**config.mk**
```make
export PLATFORM = sky130hd
export DESIGN_NAME = booth2_seq_mult
export DESIGN_NICKNAME = d
export VERILOG_FILES = /design/src/rtl/booth2_seq_mult.sv
export SDC_FILE = /design/constraint.sdc
export NUM_CORES = 1
export LEC_CHECK = 0
export CORE_ASPECT_RATIO = 1.2
export CORE_UTILIZATION = 63
export CTS_BUF_LIST = sky130_fd_sc_hd__clkbuf_16
export CTS_CLUSTER_DIAMETER = 120
export CTS_CLUSTER_SIZE = 10
export DETAILED_ROUTE_END_ITERATION = 8
export PLACE_DENSITY = 0.95
export SLEW_MARGIN = 15
export SYNTH_ARGS = -nofsm -noshare
export SYNTH_HDL_FRONTEND = slang
export SYNTH_SLANG_ARGS = --single-unit
```
**constraint.sdc**
```tcl
create_clock -name sys_clk -period 6.9 [get_ports sys_clk]
set_clock_uncertainty 0.1 [all_clocks]
set_input_delay 1.38 -clock sys_clk [delete_from_list [all_inputs] [get_ports sys_clk]]
set_output_delay 1.38 -clock sys_clk [all_outputs]
set_load 0.03 [all_outputs]
```
**src/rtl/booth2_seq_mult.sv**
```systemverilog
// ---------------------------------------------------------------------------
// booth2_seq_mult
//
// Sequential radix-4 Booth multiplier for signed two's-complement operands.
// Each clock retires one Booth digit. The digit's partial product is
// accumulated into a 2*WIDTH-bit register. Valid/ready handshakes sit on both
// the operand side and the product side.
//
// Handshake rule (both sides): a transfer happens on the rising edge where
// valid and ready are both high. A producer holds valid and its data until
// that edge. in_ready is high only in IDLE. out_valid is high only in DONE,
// and product/out_valid stay stable until the out_valid & out_ready edge.
//
// Optional feature macro: BOOTH_SEQ_EARLY_TERM_EN
//   When it is defined, RUN ends early once every remaining multiplier bit
//   matches. All remaining digits are then zero, so the result is unchanged.
//
// Ports
//   sys_clk    in   clock, rising edge
//   sys_rst_n  in   asynchronous active-low reset
//   in_valid   in   a/b are valid
//   in_ready   out  operands accepted (IDLE only)
//   a          in   WIDTH   multiplicand, signed
//   b          in   WIDTH   multiplier, signed
//   out_valid  out  product valid (DONE only)
//   out_ready  in   consumer accepts product
//   product    out  2*WIDTH signed a*b (zero outside DONE)
//   dbg_state  out  2       FSM state: 0 IDLE, 1 RUN, 2 DONE
// ---------------------------------------------------------------------------
module booth2_seq_mult #(
   parameter int WIDTH = 16
) (
   input  logic                 sys_clk,
   input  logic                 sys_rst_n,
   input  logic                 in_valid,
   output logic                 in_ready,
   input  logic [WIDTH-1:0]     a,
   input  logic [WIDTH-1:0]     b,
   output logic                 out_valid,
   input  logic                 out_ready,
   output logic [2*WIDTH-1:0]   product,
   output logic [1:0]           dbg_state
);

   localparam int PW   = WIDTH + 2;      // partial-product width, holds +-2A exactly
   localparam int AW   = 2 * WIDTH;      // accumulator width
   localparam int NDIG = WIDTH / 2;      // Booth digits per operand
   localparam int CW   = $clog2(NDIG);   // digit counter width
   localparam logic [CW-1:0] LAST_DIG = CW'(NDIG - 1);

   localparam logic [1:0] S_IDLE = 2'd0;
   localparam logic [1:0] S_RUN  = 2'd1;
   localparam logic [1:0] S_DONE = 2'd2;

   logic [1:0]       state;
   logic [WIDTH-1:0] a_q;
   // Multiplier with b[-1]=0 appended below the LSB. It is shifted right
   // arithmetically by two each digit, so bits [2:0] are always the current
   // Booth triplet.
   logic [WIDTH:0]   b_sh;
   logic [AW-1:0]    acc;
   logic [CW-1:0]    cnt;

   logic [PW-1:0]    a_ext;
   logic [PW-1:0]    pp;
   logic [AW-1:0]    pp_sh;
   logic             early_term;

   assign a_ext = {{2{a_q[WIDTH-1]}}, a_q};

   always_comb begin
      pp = '0;
      unique case (b_sh[2:0])
         3'b001, 3'b010: pp = a_ext;
         3'b011:         pp = a_ext << 1;
         3'b100:         pp = -(a_ext << 1);
         3'b101, 3'b110: pp = -a_ext;
         default:        pp = '0;
      endcase
   end

   // Sign-extend the partial product to full width, then weight it by 4^i.
   assign pp_sh = {{(AW-PW){pp[PW-1]}}, pp} << {cnt, 1'b0};

   // The arithmetic shift fills the upper bits with copies of the sign. So all
   // remaining bits b[WIDTH-1:2i-1] are identical exactly when b_sh is all
   // zeros or all ones.
`ifdef BOOTH_SEQ_EARLY_TERM_EN
   assign early_term = (b_sh == '0) || (&b_sh);
`else
   assign early_term = 1'b0;
`endif

   always_ff @(posedge sys_clk or negedge sys_rst_n) begin
      if (!sys_rst_n) begin
         state <= S_IDLE;
         a_q   <= '0;
         b_sh  <= '0;
         acc   <= '0;
         cnt   <= '0;
      end else begin
         unique case (state)
            S_IDLE: begin
               if (in_valid) begin
                  a_q   <= a;
                  b_sh  <= {b, 1'b0};
                  acc   <= '0;
                  cnt   <= '0;
                  state <= S_RUN;
               end
            end
            S_RUN: begin
               if (early_term) begin
                  state <= S_DONE;
               end else begin
                  acc  <= acc + pp_sh;
                  b_sh <= {b_sh[WIDTH], b_sh[WIDTH], b_sh[WIDTH:2]};
                  cnt  <= cnt + 1'b1;
                  if (cnt == LAST_DIG) state <= S_DONE;
               end
            end
            S_DONE: begin
               if (out_ready) state <= S_IDLE;
            end
            default: state <= S_IDLE;
         endcase
      end
   end

   // Outputs are decoded from registers only. product is masked outside DONE,
   // so a partial accumulation is never visible.
   assign in_ready  = (state == S_IDLE);
   assign out_valid = (state == S_DONE);
   assign product   = (state == S_DONE) ? acc : '0;
   assign dbg_state = state;

endmodule

```
=== After elaboration in Yosys (flattened, before gate mapping) ===
Cells that the tools add are included.

* Flip-flop bits (word level): 70
* Input bits: 36

* Add/subtract/negate cells: 4
* Reduce and logical (&&, ||, !) cells: 8
* Equal/unequal tests: 12
* Shift operators: 1
* Bitwise logic cells: 1
* Mux-type cells: 12

{| class="wikitable"
|+ Operator list
! operator !! number
|-
| $pmux W18 S4 || 1
|-
| $mux W32 || 2
|-
| $pmux W32 S2 || 1
|-
| $neg A18 Y18 || 2
|-
| $pmux W17 S2 || 1
|-
| $add A32 B32 Y32 || 1
|-
| $shl A32 B4 Y32 || 1
|-
| $mux W17 || 1
|-
| $eq A3 B3 Y1 const B || 4
|-
| $eq A3 B2 Y1 const B || 2
|-
| $mux W2 || 3
|-
| $pmux W2 S3 || 1
|-
| $pmux W3 S2 || 1
|-
| $reduce_and A3 Y1 || 2
|-
| $ne A2 B2 Y1 const B || 2
|-
| $reduce_and A2 Y1 || 2
|-
| $reduce_or A2 Y1 || 2
|-
| $add A3 B1 Y3 const B || 1
|-
| $eq A3 B1 Y1 const B || 1
|-
| $mux W3 || 1
|-
| $eq A2 B1 Y1 const B || 1
|-
| $eq A2 B2 Y1 const B || 1
|-
| $logic_not A2 Y1 || 1
|-
| $ne A2 B1 Y1 const B || 1
|-
| other kinds (2) || 2
|}

=== Longest topological paths before layout ===
Gate-level depths: netlist of the first run.

* Depth in word-level cells: 6
* Depth in mapped cells: 20
* Gate-level depth less buffers: 19

=== Worst setup path before layout of the first run ===
OpenSTA, ideal clock, no wires.

* Kind: register to register
* Start: register a_q[5]
* End: register acc[23]
* Arrival: 4344 ps
* Slack: 2334 ps
* Stages on the path, launching flop included: 19
* Cell sequence: dfrtp_1 > buf_6 > or4_4 > buf_6 > nor3_2 > xnor2_1 > a21oi_1 > mux4_2 > mux2_2 > o22ai_1 > ha_1 > a21oi_1 > o21ai_0 > a211oi_1 > a21oi_1 > a31oi_1 > a21oi_1 > or3_1 > a32o_1

* Longest elaborated chain between the ends: 5
* Elaborated cells between the ends (all ways): 6

{| class="wikitable"
|+ Ends and longest elaborated chain
! item !! RTL line !! RTL
|-
| start: declaration || 56 || <nowiki>logic [WIDTH-1:0] a_q;</nowiki>
|-
| start signal: assignment || 97 || <nowiki>a_q <= '0;</nowiki>
|-
| start signal: assignment || 105 || <nowiki>a_q <= a;</nowiki>
|-
| $neg A18 Y18 (on tied branches) || 77, 76 ||
|-
| $pmux W18 S4 * || 73 || <nowiki>unique case (b_sh[2:0])</nowiki>
|-
| $shl A32 B4 Y32 * || 83 || <nowiki>assign pp_sh = {{(AW-PW){pp[PW-1]}}, pp} << {cnt, 1'b0};</nowiki>
|-
| $add A32 B32 Y32 * || 116 || <nowiki>acc <= acc + pp_sh;</nowiki>
|-
| $pmux W32 S2 * || 102 || <nowiki>unique case (state)</nowiki>
|-
| end signal: assignment || 116 ||
|-
| end: declaration || 61 || <nowiki>logic [AW-1:0] acc;</nowiki>
|}

Mark *: on every way between the ends. The rest lies on a longest branch, timed or not.
A chain may end at the register's enable or synchronous reset.

=== Final worst setup path of the first run ===
* Start: register a_q[0]
* End: register acc[23]

Same word-level chain as after synthesis.

==> run_results.csv, run 1 <==
group,metric,value,unit
outcome,run_status,"completed",
critical_path,crit_path_max_fanout,7,
place,port_buffers,71,
grt,grt_max_degree,71,
detailed_routing,vias,6642,
place,gp_congestion,0.901,
critical_path,cp.arrival,5.43,ns
job,maxCapViolCount,0,
grt,grt_usage,35.5,%
detailed_routing,drt_wl_total,17800,um
grt,antenna_found_initial,0,
synthesis,ys_ff_latch,70,
synthesis,async_reset_ff_share,100,%
critical_path,r2r_slack,1.60,ns
critical_path,worstSetupPathType,"reg -> reg",
clock_network,htree_levels,3,
place,hpwlAfterDp,12500,um
sta,setup_tns,0,ns
detailed_routing,wl_per_cell,17.9,um
grt,grtUsageMet3,6.50,%
clock_network,cts_hold_buf,0,
synthesis,netlist_instances,830,
detailed_routing,first_iter_violations,513,
floorplan,core,0.00996,sq mm
synthesis,synth_edf_count,0,
final_layout,drive_gt1_share,6.10,%
min_path,hold_start,"b_sh[3]$_DFFE_PN0P_",
synthesis,syn_nets,906,
final_layout,area_growth,15.0,%
clock_network,path_clk_slew,0.06,ns
detailed_routing,first_pass_iters,6,
sta,hold_viol,0,
sta,rsz0062_at_grt,"false",
synthesis,ys_types,76,
floorplan,die_height,113,um
synthesis,synth_flop_cell,"dfrtp_1",
floorplan,die_x,94.2,um
final_layout,n_antenna_cell,0,
min_path,min_to,"b_sh[1]$_DFFE_PN0P_",
synthesis,yosysSeqAreaShare,27.2,%
floorplan,ios,72,
synthesis,netlist_area,0.00643,sq mm
floorplan,start_util,64.6,%
sta,fin_crit_sh,76.9,%
grt,grt.met2_usage,58.4,%
clock_network,cts.path.max_buffers,2,
detailed_routing,remaining_drc_errors,0,
critical_path,cp-end-kind,"flip-flop",
grt,grt.busiest_layer,"met2",
grt,grt_use_met1,44.9,%
detailed_routing,drt-vias-per-instance,6.68,
clock_network,cts_root_buf,"clkbuf_16",
clock_network,post_cts_buffers,0,
synthesis,ys_warn_count,0,
critical_path,rr_startpoint,"a_q[0]$_DFFE_PN0P_",
sta,drv_slew,0,
sta,fmax,189,MHz
grt,overflow,0,
critical_path,rr_worst_depth,19,
critical_path,required,7.03,ns
clock_network,cts_made_buffers,9,
synthesis,synth_top_cell_area_share,27.2,%
critical_path,start_kind,"flip-flop",
detailed_routing,ant_nets,0,
min_path,whs_path_depth,2,
synthesis,synth_area_per_cell,7.75,sq um
critical_path,r2r-end,"acc[23]$_DFFE_PN0P_",
floorplan,num_rows,40,
synthesis,synth_top_cell_by_area,"dfrtp_1",
sta,timing_worst_slew_pin_value,0.885,ns
grt,grt_pass1_wl,30100,um
clock_network,cts_resized,0,
min_path,hp-class,"reg -> reg",
clock_network,clk_latency,0.35,ns
grt,grt_pass1_vias,6326,
sta,worst_slew_margin_rel,41.0,%
clock_network,clock_sinks,70,
final_layout,n_fill_cell,738,
final_layout,final_nets,940,
sta,holdWs,0.395,ns
synthesis,synthTopCellsByArea,"dfrtp_1 (27%), nand2_1 (7.9%), ha_1 (7.6%)",
sta,period_needed,5.30,ns
clock_network,cts_tree,"done",
floorplan,dieArea,0.0106,sq mm
sta,finalSetupViolCount,0,
-- synth_stat cells (all sizes together), types with 2 or more instances --
library cell	instances
o31a	2
nand3	26
mux2	9
a22oi	7
or2	6
mux2i	23
mux4	2
ha	39
buf	17
and3	3
a22o	7
a21oi	47
o31ai	4
o21bai	5
o21ai	75
nor2b	7
nand2	136
clkbuf	39
o21a	5
dfrtp	70
a41oi	3
o41ai	2
a21o	14
a31oi	26
nor2	58
or3	7
xnor2	21
xor2	11
a21boi	5
nor4	8
or4	3
and4	3
nor3	15
nand2b	2
o211ai	8
a211oi	10
and2	38
a32o	3
nor3b	4
a221oi	11
o211a	3
inv	19
o22ai	7
nand4	4
-- layout by cell type, fill, tap and decap left out, types with 6 or more instances in the layout --
master	n
nor2_1	58
xor2_1	11
a22oi_1	7
o211ai_1	8
a221oi_1	10
nand2_1	136
o21ai_0	71
a21o_1	14
clkbuf_16	9
a21oi_1	47
a31oi_1	26
nor3_1	14
inv_1	18
xnor2_1	21
clkdlybuf4s50_1	70
or3_1	6
a22o_1	7
and2_1	38
a211oi_1	10
mux2_2	9
nor2b_1	7
nand3_1	26
buf_4	8
dfrtp_1	70
mux2i_1	23
o22ai_1	7
ha_1	39
-- cells by family after synthesis --
family          count (synthesis)  share of synthesized area (%)
buf+inv                        76                           4.94
simple gates                  322                           24.0
compound gates                256                           25.7
mux                            34                           5.86
xor+xnor                       32                           4.36
fa+ha+maj                      40                           7.90
flops                          70                           27.2
-- stage by stage --
stage / area (sq um) / setup slack (ns) / util [%] / cells
5_1_grt: 7390 / 1.16 / 74.2 / 995
4_1_cts: 7390 / 1.68 / 74.2 / 995
3_3_place_gp: 7110 / 1.84 / 71.4 / 979
2_1_floorplan: 6430 / 2.33 / - / 830
6_report: 7390 / 1.60 / 74.2 / 995
3_5_place_dp: 7110 / 1.73 / 71.4 / 979
-- critical path: stages (launching register included) --
cell	delay [ns]
dfrtp_1	0.45
inv_1	0.10
ha_1	0.23
or3b_2	0.52
nor3_1	0.20
xnor2_1	0.14
a221oi_1	0.34
nor2_1	0.10
a21oi_1	0.27
mux2_2	0.24
nor2_1	0.06
ha_1	0.42
a21oi_1	0.24
o21ai_0	0.16
a211oi_1	0.34
a21oi_1	0.20
a31oi_1	0.38
a21oi_1	0.14
or3_1	0.32
a32o_1	0.25
-- per-layer routing --
layer  share of wire [%]  vias to the layer above
met5                   0                        -
met4                 3.4                        0
met3                 7.4                       70
met2                  50                      351
met1                  39                     3141
li1                    -                     3080
-- how the worst max path moves through the flow --
stage                            start                  end  slack (ns)
floorplan           a_q[5]$_DFFE_PN0P_  acc[23]$_DFFE_PN0P_        2.33
global placement    a_q[3]$_DFFE_PN0P_  acc[23]$_DFFE_PN0P_        1.84
detailed placement  a_q[0]$_DFFE_PN0P_  acc[23]$_DFFE_PN0P_        1.73
CTS                 a_q[0]$_DFFE_PN0P_  acc[23]$_DFFE_PN0P_        1.68
global route        a_q[0]$_DFFE_PN0P_  acc[23]$_DFFE_PN0P_        1.16
finish              a_q[0]$_DFFE_PN0P_  acc[23]$_DFFE_PN0P_        1.60
-- sequential cells by signal, summed over array words and instances (netlist names) --
register   flops
a_q           16
dbg_state      2
b_sh          17
acc           32
cnt            3
-- final cells by class --
type	instances	area [sq um]	area share (%)
clock inverter	7	55.1	0.745
inverter	20	75.1	1.02
tap	126	158	2.13
timing repair buffer	79	766	10.4
multi-input combinational	684	4360	59.0
clock buffer	9	225	3.05
sequential	70	1750	23.7
Power of run 1 is not shown: default switching activity piles up to over one toggle a cycle in this logic, so the estimate is an artifact.
==> inputs of run 2 (changes only) <==
- CORE_UTILIZATION: 63 -> 58
- PLACE_DENSITY: 0.95 -> 0.89
- clock period: 6.9 -> 5.55 ns (I/O delays scaled with it)
==> run 2 against run 1 <==
The run now ends with DRC left. Non-clock buffer count fell by 1. Register-to-register slack got worse by 1.2 ns. Setup slack got worse by 1.2 ns. Sequential share of layout area shrank 0.20 points. Core utilization shrank 4.3 points. Fmax increased by 2.0%.
==> run_results.csv, run 2 (synthesis gave the netlist of run 1 again) <==
group,metric,value,unit
sta,timing_worst_slew_pin_value,0.944,ns
detailed_routing,wl_per_cell,17.5,um
detailed_routing,first_pass_iters,7,
clock_network,post_cts_buffers,0,
critical_path,crit_start,"a_q[0]$_DFFE_PN0P_",
floorplan,core,0.0107,sq mm
min_path,hp-class,"reg -> reg",
grt,grt_usage,31.4,%
place,gp_congestion,0.968,
critical_path,cp.arrival,5.33,ns
clock_network,cts_root_buf,"clkbuf_16",
critical_path,rr_worst_depth,19,
clock_network,clock_sinks,70,
critical_path,r2r-end,"acc[23]$_DFFE_PN0P_",
critical_path,start_kind,"flip-flop",
critical_path,required,5.68,ns
sta,drv_slew,0,
clock_network,clk_latency,0.35,ns
place,hpwlAfterDp,12400,um
critical_path,rr_startpoint,"a_q[0]$_DFFE_PN0P_",
outcome,violations,"DRC",
sta,worst_slew_margin_rel,36.8,%
grt,grt_max_degree,71,
clock_network,cts_made_buffers,9,
sta,period_needed,5.20,ns
detailed_routing,ant_nets,0,
place,port_buffers,71,
critical_path,crit_end,"acc[23]$_DFFE_PN0P_",
sta,hold_viol,0,
grt,grt_pass1_vias,6151,
sta,finalSetupViolCount,0,
outcome,run_status,"complete, but fails checks",
floorplan,die_x,98.1,um
clock_network,cts.path.max_buffers,2,
clock_network,cts_tree,"done",
final_layout,n_antenna_cell,0,
floorplan,die_height,117,um
clock_network,cts_hold_buf,0,
final_layout,area_growth,16.0,%
floorplan,start_util,60.3,%
clock_network,htree_levels,3,
floorplan,num_rows,41,
final_layout,final_cell_mix,"nand2_1 (135), o21ai_0 (71), dfrtp_1 (70), clkdlybuf4s50_1 (70), nor2_1 (58)",
detailed_routing,vias,6469,
critical_path,cp-end-kind,"flip-flop",
floorplan,ios,72,
grt,grt_pass1_wl,29400,um
detailed_routing,drt-vias-per-instance,6.49,
sta,setup_tns,0,ns
job,maxCapViolCount,0,
final_layout,final_common_cell,"nand2_1",
critical_path,r2r_slack,0.35,ns
detailed_routing,drt_wl_total,17500,um
final_layout,drive_gt1_share,6.57,%
sta,rsz0062_at_grt,"false",
min_path,hold_start,"b_sh[16]$_DFFE_PN0P_",
final_layout,largest_reg_flops,32,
floorplan,dieArea,0.0115,sq mm
sta,fin_crit_sh,93.7,%
clock_network,path_clk_slew,0.06,ns
sta,fmax,192,MHz
grt,antenna_found_initial,0,
detailed_routing,first_iter_violations,594,
final_layout,largest-register,"acc",
final_layout,final_nets,939,
critical_path,worstSetupPathType,"reg -> reg",
critical_path,crit_path_max_fanout,7,
final_layout,largestRegisters,"acc: 32 flops, b_sh: 17 flops, a_q: 16 flops",
grt,overflow,0,
detailed_routing,remaining_drc_errors,3,
==> run 2: changes by cell type in the layout (fill, tap and decap cells not counted), sizes merged <==
cell | before | now
buf | 9 | 8
inv | 23 | 21
bufinv | 0 | 2
==> run 2: repair_timing <==
action | CTS | global route
resized for setup | 0 | 5
endpoints found under the setup margin | 0 | 3
endpoints found under the hold margin | 0 | 0
==> run 2: area by class of cell <==
class | count | area [sq um]
clock buffers | 9 | 225
clock inverters | 7 | 97.6
fillers | 865 | 3210
inverters | 20 | 75.1
multi-input cells | 684 | 4390
flip-flops and latches | 70 | 1750
well taps | 129 | 161
repair buffers | 78 | 758
==> run 2: how the worst min path moves through the flow <==
stage / cells after the start / to / slack (ns)
final: 2 / b_sh[16]$_DFFE_PN0P_ / 0.39
after global routing: 2 / b_sh[1]$_DFFE_PN0P_ / 0.44
after floorplan: 2 / b_sh[16]$_DFFE_PN0P_ / 0.35
after CTS: 2 / b_sh[16]$_DFFE_PN0P_ / 0.39
after detailed placement: 2 / b_sh[14]$_DFFE_PN0P_ / 0.38
after global placement: 2 / b_sh[16]$_DFFE_PN0P_ / 0.36
==> run 2: per-stage QoR <==
stage	cells	worst slack [ns]	area, sq um	util [%]	hold WS, ns
finish	997	0.352	7460	69.9	0.392
global route	997	0.0177	7460	69.9	0.441
CTS	997	0.371	7440	69.7	0.388
detailed placement	981	0.452	7120	66.7	0.384
global placement	981	0.474	7120	66.7	0.364
floorplan	830	0.984	6430	-	0.346
==> run 2: critical path, stage by stage, from the launching register on <==
cell and delay, ns:
dfrtp_1 0.43, inv_1 0.10, ha_1 0.24, or3b_2 0.53, nor3_1 0.19, xnor2_1 0.13, a221oi_1 0.32, nor2_1 0.10
a21oi_1 0.25, mux2_2 0.23, nor2_1 0.06, ha_1 0.42, a21oi_1 0.21, o21ai_0 0.16, a211oi_1 0.39, a21oi_2 0.16
a31oi_1 0.35, a21oi_1 0.14, or3_1 0.31, a32o_1 0.24
==> run 2: metal layers <==
metal | track usage, % | part of all wire [%]
met1 | 39.3 | 41
met2 | 52.0 | 48
met3 | 4.71 | 7.0
met4 | 16.2 | 4.1
met5 | 0 | 0
Power of run 2 is left out for the same reason.
==> inputs of run 3 (changes only) <==
- SETUP_SLACK_MARGIN: default -> 0.3
==> run 3 against run 2 <==
Sequential share of layout area is 0.28 points lower. Worst hold slack worse by 0.0014 ns. Critical endpoint unchanged. Sequential cell count stayed put. Wire length is 0.77% higher. Cell count is 0.30% higher. Setup slack better by 0.18 ns. Non-clock buffer count is 3 higher. Clock-buffer cell count stayed put. The run still ends with DRC left. Largest cell class unchanged. Register-to-register slack better by 0.18 ns. Global-route usage stayed put. Design area is 1.3% higher. Via count is 0.59% higher.
==> run_results.csv, run 3 (synthesis gave the netlist of run 1 again) <==
group,metric,value,unit
outcome,violations,"DRC",
critical_path,cp_slowest_cell,"mux4_2",
sta,finalSetupViolCount,0,
floorplan,die_x,98.1,um
sta,hold_viol,0,
min_path,hold_start,"b_sh[16]$_DFFE_PN0P_",
grt,grt_pass1_vias,6151,
final_layout,largest_reg_flops,32,
sta,rsz0062_at_grt,"false",
grt,grt_max_degree,71,
floorplan,start_util,60.3,%
final_layout,area_growth,17.4,%
place,port_buffers,71,
grt,grt_pass1_wl,29400,um
clock_network,clock_sinks,70,
final_layout,n_antenna_cell,0,
critical_path,crit_path_max_fanout,7,
sta,worst_slew_margin_rel,37.2,%
critical_path,cp_num_buf_inv,1,
place,dp_cells,981,
final_layout,fin_cells,1000,
min_path,min_to,"b_sh[16]$_DFFE_PN0P_",
sta,holdWs,0.391,ns
detailed_routing,ant_nets,0,
clock_network,cts_root_buf,"clkbuf_16",
critical_path,cp-end-kind,"flip-flop",
clock_network,cts_hold_buf,0,
detailed_routing,remaining_drc_errors,3,
critical_path,rr_startpoint,"a_q[0]$_DFFE_PN0P_",
sta,fin_crit_sh,90.4,%
final_layout,largest-register,"acc",
sta,fmax,199,MHz
critical_path,start_kind,"flip-flop",
floorplan,die_height,117,um
critical_path,cp_slowest_stage_delay,0.53,ns
final_layout,design_area,0.00755,sq mm
critical_path,r2r_slack,0.53,ns
sta,drv_slew,0,
floorplan,dieArea,0.0115,sq mm
min_path,hp-class,"reg -> reg",
detailed_routing,wl_per_cell,17.6,um
final_layout,final_common_cell,"nand2_1",
critical_path,crit_path_cell_trace,"inv_1 -> ha_1 -> nor3b_4 -> a31oi_1 -> nor3_1 -> a21oi_1 -> mux4_2 -> mux2_2 -> o22ai_1 -> ha_1 -> a21oi_1 -> o21ai_0 -> a211oi_2 -> a21oi_2 -> a31oi_2 -> a21oi_1 -> or3_1 -> a32o_1",
critical_path,cp.arrival,5.15,ns
final_layout,final_nets,942,
clock_network,clk_latency,0.35,ns
floorplan,num_rows,41,
critical_path,required,5.68,ns
critical_path,rr_worst_depth,18,
detailed_routing,first_pass_iters,7,
critical_path,r2r-end,"acc[23]$_DFFE_PN0P_",
place,gp_congestion,0.968,
clock_network,cts_made_buffers,9,
grt,overflow,0,
final_layout,largestRegisters,"acc: 32 flops, b_sh: 17 flops, a_q: 16 flops",
critical_path,worstSetupPathType,"reg -> reg",
grt,antenna_found_initial,0,
outcome,run_status,"complete, but fails checks",
floorplan,core,0.0107,sq mm
place,hpwlAfterDp,12400,um
final_layout,n_fill_cell,843,
place,place_area,0.00712,sq mm
clock_network,path_clk_slew,0.06,ns
job,maxCapViolCount,0,
critical_path,cpLargestDelayFamily,"compound AO/OA/AOI/OAI gates",
sta,timing_worst_slew_pin_value,0.937,ns
detailed_routing,vias,6507,
sta,setup_tns,0,ns
clock_network,htree_levels,3,
floorplan,ios,72,
critical_path,cp_common_cell,"a21oi_1",
detailed_routing,first_iter_violations,598,
final_layout,final_cell_mix,"nand2_1 (135), clkdlybuf4s50_1 (70), o21ai_0 (69), dfrtp_1 (69), nor2_1 (58)",
clock_network,cts.path.max_buffers,2,
grt,grt_usage,31.4,%
clock_network,cts_tree,"done",
sta,period_needed,5.02,ns
final_layout,drive_gt1_share,8.38,%
detailed_routing,drt-vias-per-instance,6.51,
min_path,whs_path_depth,2,
detailed_routing,drt_wl_total,17600,um
==> run 3: worst max-delay path by stage <==
stage / startpoint / slack, ns / to / cells after the start
3_5_place_dp: a_q[3]$_DFFE_PN0P_ / 0.45 / acc[23]$_DFFE_PN0P_ / 16
5_1_grt: a_q[5]$_DFFE_PN0P_ / 0.29 / acc[28]$_DFFE_PN0P_ / 17
2_1_floorplan: a_q[5]$_DFFE_PN0P_ / 0.98 / acc[23]$_DFFE_PN0P_ / 18
3_3_place_gp: a_q[3]$_DFFE_PN0P_ / 0.47 / acc[28]$_DFFE_PN0P_ / 16
6_report: a_q[0]$_DFFE_PN0P_ / 0.53 / acc[23]$_DFFE_PN0P_ / 18
4_1_cts: a_q[3]$_DFFE_PN0P_ / 0.37 / acc[28]$_DFFE_PN0P_ / 16
==> run 3: cell type report <==
cell class                 count  area (sq um)  share of cell area, %
clock buffer                   9           225                   2.98
clock inverter                 7          97.6                   1.29
sequential                    70          1750                   23.2
timing repair buffer          81           781                   10.3
tap                          129           161                   2.14
inverter                      20          75.1                  0.994
multi-input combinational    684          4460                   59.0
==> run 3: stage by stage <==
step | util (%) | setup WS [ns]
after floorplan | - | 0.984
after global placement | 66.7 | 0.474
final | 70.8 | 0.534
after global routing | 70.8 | 0.289
after CTS | 69.7 | 0.371
after detailed placement | 66.7 | 0.452
==> run 3: tightest hold or removal path: stages (launching register included) <==
cell	delay [ns]
dfrtp_1	0.35
nand2_1	0.05
nand2_1	0.05
==> run 3: layer usage <==
layer / wire length, um / GRT usage, % / up-vias
met1: 7160 / 39.3 / 3019
met5: 0 / 0 / -
met3: 1340 / 4.71 / 71
met2: 8380 / 52.0 / 346
met4: 752 / 16.2 / 0
li1: - / - / 3071
==> run 3: what timing repair did <==
action                     in CTS  in global routing
gates resized for setup         0                 22
setup endpoints to repair       0                 10
buffers inserted                0                  3
Power of run 3 is left out for the same reason.
